===== src/rtl/common_bus_select_if.sv =====
// common_bus_select_if: IR/timing inputs and registered bus-select outputs of the bus encoder.
// The r signal exists only when INTERRUPT_CYCLE_EN is defined.
interface common_bus_select_if;
    logic [15:0] in_ir;
    logic [2:0]  t;
`ifdef INTERRUPT_CYCLE_EN
    logic        r;
`endif
    logic [2:0]  s;
    logic        bus_err;

    modport master (
        output in_ir,
        output t,
`ifdef INTERRUPT_CYCLE_EN
        output r,
`endif
        input  s,
        input  bus_err
    );

    modport slave (
        input  in_ir,
        input  t,
`ifdef INTERRUPT_CYCLE_EN
        input  r,
`endif
        output s,
        output bus_err
    );
endinterface


===== src/rtl/common_bus_select.sv =====
// common_bus_select: Mano common-bus source decoder and registered 3-bit select encoder.
// Optional INTERRUPT_CYCLE_EN adds the interrupt flip-flop r (TR to bus at R.T1).
module common_bus_select (
    input logic                clk,
    input logic                rst_n,
    common_bus_select_if.slave bus
);
    logic [7:0] d;
    logic [6:0] tt;
    logic       i_bit;
    logic       r_in;
    logic [7:1] x;
    logic [2:0] s_d, s_q;
    logic       err_d, err_q;

    always_comb begin
        d     = 8'b1 << bus.in_ir[14:12];
        i_bit = bus.in_ir[15];
        for (int k = 0; k < 7; k++) tt[k] = (bus.t == k[2:0]);
`ifdef INTERRUPT_CYCLE_EN
        r_in  = bus.r;
`else
        r_in  = 1'b0;
`endif
        x[1] = (d[4] & tt[4]) | (d[5] & tt[5]);
        x[2] = tt[0] | (d[5] & tt[4]);
        x[3] = d[6] & tt[6];
        x[4] = d[3] & tt[4];
        x[5] = ~r_in & tt[2];
        x[6] = r_in & tt[1];
        x[7] = (~r_in & tt[1]) | (~d[7] & i_bit & tt[3]) | ((d[0] | d[1] | d[2] | d[6]) & tt[4]);
        // priority encode: the highest-index active source owns the bus
        s_d   = x[7] ? 3'd7 : x[6] ? 3'd6 : x[5] ? 3'd5 : x[4] ? 3'd4 :
                x[3] ? 3'd3 : x[2] ? 3'd2 : x[1] ? 3'd1 : 3'd0;
        err_d = $countones(x) > 1;
    end

    always_ff @(posedge clk or negedge rst_n) begin
        if (!rst_n) begin
            s_q   <= 3'd0;
            err_q <= 1'b0;
        end else begin
            s_q   <= s_d;
            err_q <= err_d;
        end
    end

    assign bus.s       = s_q;
    assign bus.bus_err = err_q;
endmodule


===== src/flat_wrapper.sv =====
// flat-port wrapper written by rule: the top's interface ports become plain ports
module common_bus_select_flat 
  (clk, rst_n, bus_in_ir, bus_t, bus_s, bus_bus_err);
  common_bus_select_if bus_i ();
  input logic clk;
  input logic rst_n;
  input wire logic [$bits(bus_i.in_ir)-1:0] bus_in_ir;
  input wire logic [$bits(bus_i.t)-1:0] bus_t;
  output wire logic [$bits(bus_i.s)-1:0] bus_s;
  output wire logic [$bits(bus_i.bus_err)-1:0] bus_bus_err;
  assign bus_i.in_ir = bus_in_ir;
  assign bus_i.t = bus_t;
  assign bus_s = bus_i.s;
  assign bus_bus_err = bus_i.bus_err;
  common_bus_select u_core (.clk(clk), .rst_n(rst_n), .bus(bus_i));
endmodule

===== config.mk =====
export PLATFORM = sky130hd
export DESIGN_NAME = common_bus_select_flat
export DESIGN_NICKNAME = d
export VERILOG_FILES = /design/src/rtl/common_bus_select_if.sv /design/src/rtl/common_bus_select.sv /design/src/flat_wrapper.sv
export SDC_FILE = /design/constraint.sdc
export NUM_CORES = 1
export LEC_CHECK = 0
export CAP_MARGIN = 15
export CORE_MARGIN = 5
export CORE_UTILIZATION = 31
export DETAILED_ROUTE_END_ITERATION = 10
export HOLD_SLACK_MARGIN = 0.12
export PLACE_DENSITY_LB_ADDON = 0.12
export SLEW_MARGIN = 20
export SYNTH_ARGS = -nofsm -noshare
export SYNTH_HDL_FRONTEND = slang
export SYNTH_SLANG_ARGS = --single-unit

===== constraint.sdc =====
create_clock -name clk -period 0.8 [get_ports clk]
set_input_delay 0.16 -clock clk [delete_from_list [all_inputs] [get_ports clk]]
set_output_delay 0.16 -clock clk [all_outputs]
set_load 0.01 [all_outputs]

==> flow_metrics.py, run 1 <==
metrics = {
    "run_status": {
        "status": "finished with violations",
        "violations": "setup timing",
    },
    "timing": {
        "final-hold-violation-count": 0,
        "fmax_mhz": 425,
        "slew_headroom_pct": 85.2,
        "maxSlewViolCount": 0,
        "postLayoutSetupSlackWorst_ps": -1550,
        "setup-violations-final": 8,
        "tightest_slew_ps": 221,
        "finalWorstPathRequiredPeriod_ps": 2350,
        "rsz0062_at_grt": "true",
        "fin_crit_sh_pct": 294,
    },
    "clocking": {
        "cts_root_buf": "clkbuf_4",
        "cts.path.max_buffers": 2,
        "numCtsBuffers": 3,
        "cts.sinks": 4,
        "htree_levels": 1,
        "cts_tree": "built",
        "clk_pin_slew_worst_paths_ps": 40,
    },
    "synthesis": {
        "synth_ff_type": "dfrtp_1",
        "synth.yosys.warnings": 0,
        "synth-edff-count": 0,
        "yosysTopAreaCellShare_pct": 21.7,
        "ys_ff_latch": 4,
        "synthArstFlopShare_pct": 100,
        "synth_compound_area_share_pct": 10.9,
        "avgSynthCellArea_sq_um": 9.03,
        "synth_simple_gate_area_share_pct": 27.4,
        "synth_nets": 80,
        "ys_types": 26,
        "syn_inst": 51,
        "yosys.area.top_type": "dfrtp_1",
        "yosys.area_share.adder_pct": 25.0,
        "synth_area_leaders": "dfrtp_1 (22%), ha_1 (16%), fa_1 (8.7%)",
        "ys_seq_area_share_pct": 21.7,
        "yosys-mux-area-fraction_pct": 2.17,
        "synth_area_sq_um": 460,
        "synth_xor_area_share_pct": 3.80,
        "synth_top_family_by_area": "simple AND/OR/NAND/NOR gates",
    },
    "final_layout": {
        "fin_util_pct": 54.5,
        "nNetsFinal": 112,
        "mostFrequentLayoutCells": "buf_4 (15), buf_2 (5)",
        "drive_gt1_share_pct": 58.0,
        "layout_commonest_cell": "buf_4",
        "diodes": 0,
        "area_growth_pct": 72.0,
        "design_area_sq_um": 792,
    },
    "floorplanning": {
        "start_util_pct": 31.7,
        "core_area_sq_mm": 0.00145,
        "io_pins": 25,
        "fp.dieArea_sq_mm": 0.00236,
        "fp-row-count": 14,
        "die_x_microns": 48.5,
        "fp.dieH_microns": 48.5,
    },
    "setup_path": {
        "critPathMaxFanout": 2,
        "cp-start-kind": "input pin",
        "critPathKind": "in2reg",
        "arrival_ps": 2470,
        "end_kind": "flop",
        "crit_required_ps": 910,
    },
    "drt": {
        "drc": 0,
        "routedWlPerCell_microns": 10.8,
        "via_per_inst": 4.70,
        "via_count": 456,
        "routed_wl_mm": 1.05,
        "firstDrtPassIters": 4,
        "ant_nets": 0,
        "dr.first_iter.drc_count": 2,
    },
    "place": {
        "gp_congestion": 0.740,
        "port-buffer-count": 12,
        "hpwlAfterDp_microns": 842,
        "place_area_sq_um": 687,
    },
    "pwr": {
        "clkPwrFrac_pct": 33.1,
        "power_switching_mw": 0.214,
        "peakVddDrop_v": 0.000383,
        "p_leak_nw": 0.413,
        "internal-power_mw": 0.531,
        "p_sw_share_pct": 28.7,
        "p_comb_share_pct": 36.2,
        "power-per-cell-area_mw_per_mm2": 941,
        "pwr-share-seq_pct": 30.7,
    },
    "min_path": {
        "hold_path.class": "in2async",
    },
    "global_route": {
        "grt_max_degree": 8,
        "antenna_found_initial": 0,
        "gr-total-overflow": 0,
        "grt_pass1_vias": 491,
        "grt_pass1_wl_mm": 1.97,
        "grt_usage_pct": 10.8,
    },
    "job": {
        "maxCapViolCount": 0,
    },
}
==> state kept, by name, summed over array words and instances (netlist names) <==
name                flops
u_core.bus.s            3
u_core.bus.bus_err      1
==> cells in the mapped netlist (2+ instances only) <==
library cell / count
a21oi_1: 3
dfrtp_1: 4
fa_1: 2
ha_1: 6
inv_1: 7
nand2_1: 4
nand3_1: 2
nand4_1: 2
nor2_1: 2
nor3b_1: 2
xor2_1: 2
==> power by group through the flow <==
| stage | sequential, mW | combinational [mW] | clock, mW |
|---|---|---|---|
| finish | 0.229 | 0.270 | 0.247 |
| detailed placement | 0.233 | 0.254 | 0 |
| global route | 0.232 | 0.301 | 0.292 |
| CTS | 0.229 | 0.241 | 0.257 |
| global placement | 0.232 | 0.250 | 0 |
| floorplan | 0.245 | 0.0919 | 0 |
==> cells by family (layout without fill, tap and decap cells) <==
logic type | Yosys count | after routing
simple gates | 20 | 20
buf+inv | 9 | 39
fa+ha+maj | 8 | 8
compound gates | 7 | 7
flops | 4 | 4
xor+xnor | 2 | 2
mux | 1 | 1
==> routing by layer <==
layer | part of all wire [%] | vias up | GRT usage, %
met4 | 1.1 | 0 | 8.07
met2 | 52 | 10 | 18.0
met5 | 0 | - | 0
li1 | - | 238 | -
met3 | 6.2 | 2 | 3.68
met1 | 40 | 206 | 10.9
==> worst paths after layout <==
kind	from	end	slack (ps)	depth (start not counted)
max in group asynchronous	rst_n	u_core.bus.s[0]	510	1
hold / removal	rst_n	u_core.bus.s[1]	130	1
min in group clk	bus_t[1]	u_core.bus.s[2]	490	5
setup / recovery	bus_t[1]	u_core.bus.bus_err	-1550	11
==> through the flow <==
step,setup WS (ps),power (mW),TNS [ps],hold slack [ps],instances
floorplan,-1760,0.337,-2450,-136,51
global placement,-2180,0.482,-5200,378,91
detailed placement,-2240,0.487,-5300,371,91
CTS,-1680,0.727,-2780,124,95
global route,-1600,0.825,-2880,129,97
finish,-1550,0.745,-2510,126,97
==> worst max-delay path: stages <==
cell and delay (ps):
buf_6 90, or3b_1 360, or3_4 360, inv_4 70, ha_4 190, inv_2 40
fa_1 410, inv_2 80, ha_4 130, fa_2 420, o21bai_1 160
==> final cells by class <==
class	instances	area (sq um)
Clock buffer	3	22.5
Fill cell	149	662
Inverter	8	32.5
Multi-Input combinational cell	38	410
Sequential cell	4	100
Tap cell	16	20.0
Timing Repair Buffer	28	206
==> what timing repair did <==
item	in CTS	in global routing
hold buffers	0	0
hold endpoints to repair	0	0
gates resized for setup	43	14
setup endpoints to repair	8	8
pin swaps	7	8
setup buffers	1	2
Power figures use the tool's default switching activity.
==> run 2: changes to the inputs <==
--- a/config.mk
+++ b/config.mk
@@ -5,6 +5,7 @@
 export SDC_FILE = /design/constraint.sdc
 export NUM_CORES = 1
 export LEC_CHECK = 0
+export ABC_AREA = 1
 export CAP_MARGIN = 15
 export CORE_MARGIN = 5
 export CORE_UTILIZATION = 31
==> run 2 against run 1 <==
The run still ends with setup timing left; cell count up 7.2%; global-route usage increased by 0.85 points; critical path depth up 1; sequential cell count unchanged; count of clock-buffer cells in the layout unchanged; non-clock buffer count is 4 lower; utilization up 8.6 points; via count up 4.6%; clock power up 6%; sequential power about the same; combinational power rose by 7.4%; first-iteration DRC count is the same; critical path type unchanged; largest cell class unchanged; largest power group unchanged.
==> flow_metrics.py, run 2 <==
metrics = {
    "global_route": {
        "gr-total-overflow": 0,
        "grt.met2_usage_pct": 19.5,
        "grt_most_used_layer": "met2",
        "grt_pass1_vias": 420,
        "antenna_found_initial": 0,
        "grt_max_degree": 7,
        "grtUsageMet1_pct": 13.7,
        "grt_pass1_wl_mm": 1.75,
        "grt_usage_pct": 11.6,
        "grtUsageMet3_pct": 1.15,
    },
    "run_status": {
        "violations": "setup timing",
        "status": "finished with violations",
    },
    "final_layout": {
        "design_area_sq_um": 821,
        "nNetsFinal": 120,
        "mostFrequentLayoutCells": "nand2_1 (10), buf_4 (10), nand2_2 (6), nand3_2 (6), inv_1 (6)",
        "largest_register_ffs": 3,
        "drive_gt1_share_pct": 62.9,
        "n_fill_cell": 117,
        "area_growth_pct": 91.8,
        "fin_util_pct": 63.1,
        "diodes": 0,
    },
    "drt": {
        "ant_nets": 0,
        "routed_wl_mm": 1.23,
        "via_count": 477,
        "routedWlPerCell_microns": 11.8,
        "drc": 0,
        "firstDrtPassIters": 4,
        "via_per_inst": 4.59,
        "dr.first_iter.drc_count": 2,
    },
    "setup_path": {
        "critPathKind": "in2reg",
        "crit_start": "bus_t[1]",
        "cp-start-kind": "input pin",
        "crit_required_ps": 930,
        "arrival_ps": 2170,
        "end_kind": "flop",
        "critPathMaxFanout": 3,
    },
    "clocking": {
        "clk_pin_slew_worst_paths_ps": 40,
        "ctsHoldBuffers": 0,
        "htree_levels": 1,
        "cts.sinks": 4,
        "cts_tree": "built",
        "numCtsBuffers": 3,
        "cts.path.max_buffers": 2,
        "cts_root_buf": "clkbuf_4",
    },
    "timing": {
        "rsz0062_at_grt": "true",
        "fin_crit_sh_pct": 255,
        "postLayoutSetupSlackWorst_ps": -1240,
        "finalWorstPathRequiredPeriod_ps": 2040,
        "fmax_mhz": 491,
        "holdWs_ps": 116,
        "tightest_slew_ps": 184,
        "slew_headroom_pct": 87.7,
        "setup-violations-final": 8,
        "maxSlewViolCount": 0,
        "final-hold-violation-count": 0,
    },
    "place": {
        "hpwlAfterDp_microns": 847,
        "port-buffer-count": 12,
        "place_area_sq_um": 639,
        "gp_congestion": 0.747,
        "place_ws_ps": -2050,
    },
    "pwr": {
        "power-per-cell-area_mw_per_mm2": 952,
        "peakVddDrop_v": 0.000399,
        "p_leak_nw": 0.454,
        "power_mw": 0.781,
    },
    "floorplanning": {
        "die_x_microns": 47.2,
        "fp.dieH_microns": 47.2,
        "core_area_sq_mm": 0.00130,
        "fp-row-count": 13,
        "fp.dieArea_sq_mm": 0.00222,
        "start_util_pct": 32.9,
        "io_pins": 25,
    },
    "synthesis": {
        "synth_common_cells": "nand2_1 (16), inv_1 (13), nand3_1 (8)",
        "yosysMostFrequentCell": "nand2_1",
        "ys_ff_latch": 4,
        "synth-edff-count": 0,
        "synth.yosys.warnings": 0,
        "synth_ff_type": "dfrtp_1",
        "yosysTopAreaCellShare_pct": 23.4,
        "synth_area_sq_um": 428,
        "syn_inst": 62,
        "yosys.area.top_type": "dfrtp_1",
        "ys_types": 13,
        "synth_nets": 91,
        "ys_seq_area_share_pct": 23.4,
        "synth_area_leaders": "dfrtp_1 (23%), ha_1 (18%), nand2_1 (14%)",
        "synthArstFlopShare_pct": 100,
        "avgSynthCellArea_sq_um": 6.90,
    },
    "job": {
        "maxCapViolCount": 0,
    },
    "min_path": {
        "hold_path.class": "in2async",
    },
}
run 2: cell count changes in the layout (fill, tap and decap cells not counted), moves of 2 or more:
cell / before / now
nor2_2: 0 / 2
nor2_4: 0 / 2
nand2_2: 0 / 6
buf_4: 15 / 10
nand3_2: 1 / 6
inv_1: 4 / 6
buf_6: 3 / 5
nand2_1: 4 / 10
clkbuf_2: 3 / 0
buf_8: 0 / 2
inv_2: 3 / 5
run 2: how the worst max path moves through the flow:
stage / end / slack (ps)
finish: u_core.bus.bus_err / -1240
detailed placement: u_core.bus.bus_err / -2050
global route: u_core.bus.bus_err / -1330
CTS: u_core.bus.bus_err / -1260
floorplan: u_core.bus.bus_err / -1310
global placement: u_core.bus.bus_err / -2000
run 2: metal layers:
metal | routed length, microns | vias to the layer above
met3 | 65 | 3
met4 | 30 | 0
met2 | 664 | 11
met5 | 0 | -
li1 | - | 245
met1 | 470 | 218
run 2: per-stage QoR:
step / instances / setup TNS [ps]
floorplan: 62 / -1400
global placement: 96 / -4990
detailed placement: 96 / -5140
CTS: 103 / -2040
global route: 104 / -2230
finish: 104 / -1920
run 2: worst max-delay path, stage by stage:
cell and delay [ps]:
buf_8 110, nor2_4 140, nand4_1 110, o21ai_2 90
ha_1 250, inv_2 50, fa_1 390, inv_1 70
ha_2 190, fa_2 440, a21oi_2 110, nand2_1 70
run 2: kinds of logic (layout without fill, tap and decap cells):
group | Yosys count | count (layout) | share of synthesized area (%)
DFF | 4 | 4 | 23.4
adders and majority gates | 8 | 8 | 26.9
and+or+nand+nor | 33 | 33 | 33.9
AOI/OAI and AO/OA | 3 | 3 | 3.51
buffers and inverters | 14 | 41 | 12.3
run 2: area by class of cell:
type	instances	area [sq um]	area share (%)
Clock buffer	3	22.5	2.74
Tap cell	15	18.8	2.29
Inverter	14	70.1	8.54
Timing Repair Buffer	24	224	27.3
Sequential cell	4	100	12.2
Multi-Input combinational cell	44	385	47.0
run 2: power by group:
group / switching (mW) / internal [mW] / leakage, nW / total, mW
Sequential: 0.00480 / 0.223 / 0.0509 / 0.228
Combinational: 0.142 / 0.148 / 0.389 / 0.290
Clock: 0.0944 / 0.169 / 0.0138 / 0.263
Total: 0.241 / 0.540 / 0.454 / 0.781
run 2: what timing repair did:
item,in CTS,in global routing
cloned,0,0
setup buffers,4,4
gates resized for setup,68,21
pin swaps,11,11
endpoints found under the setup margin,8,8
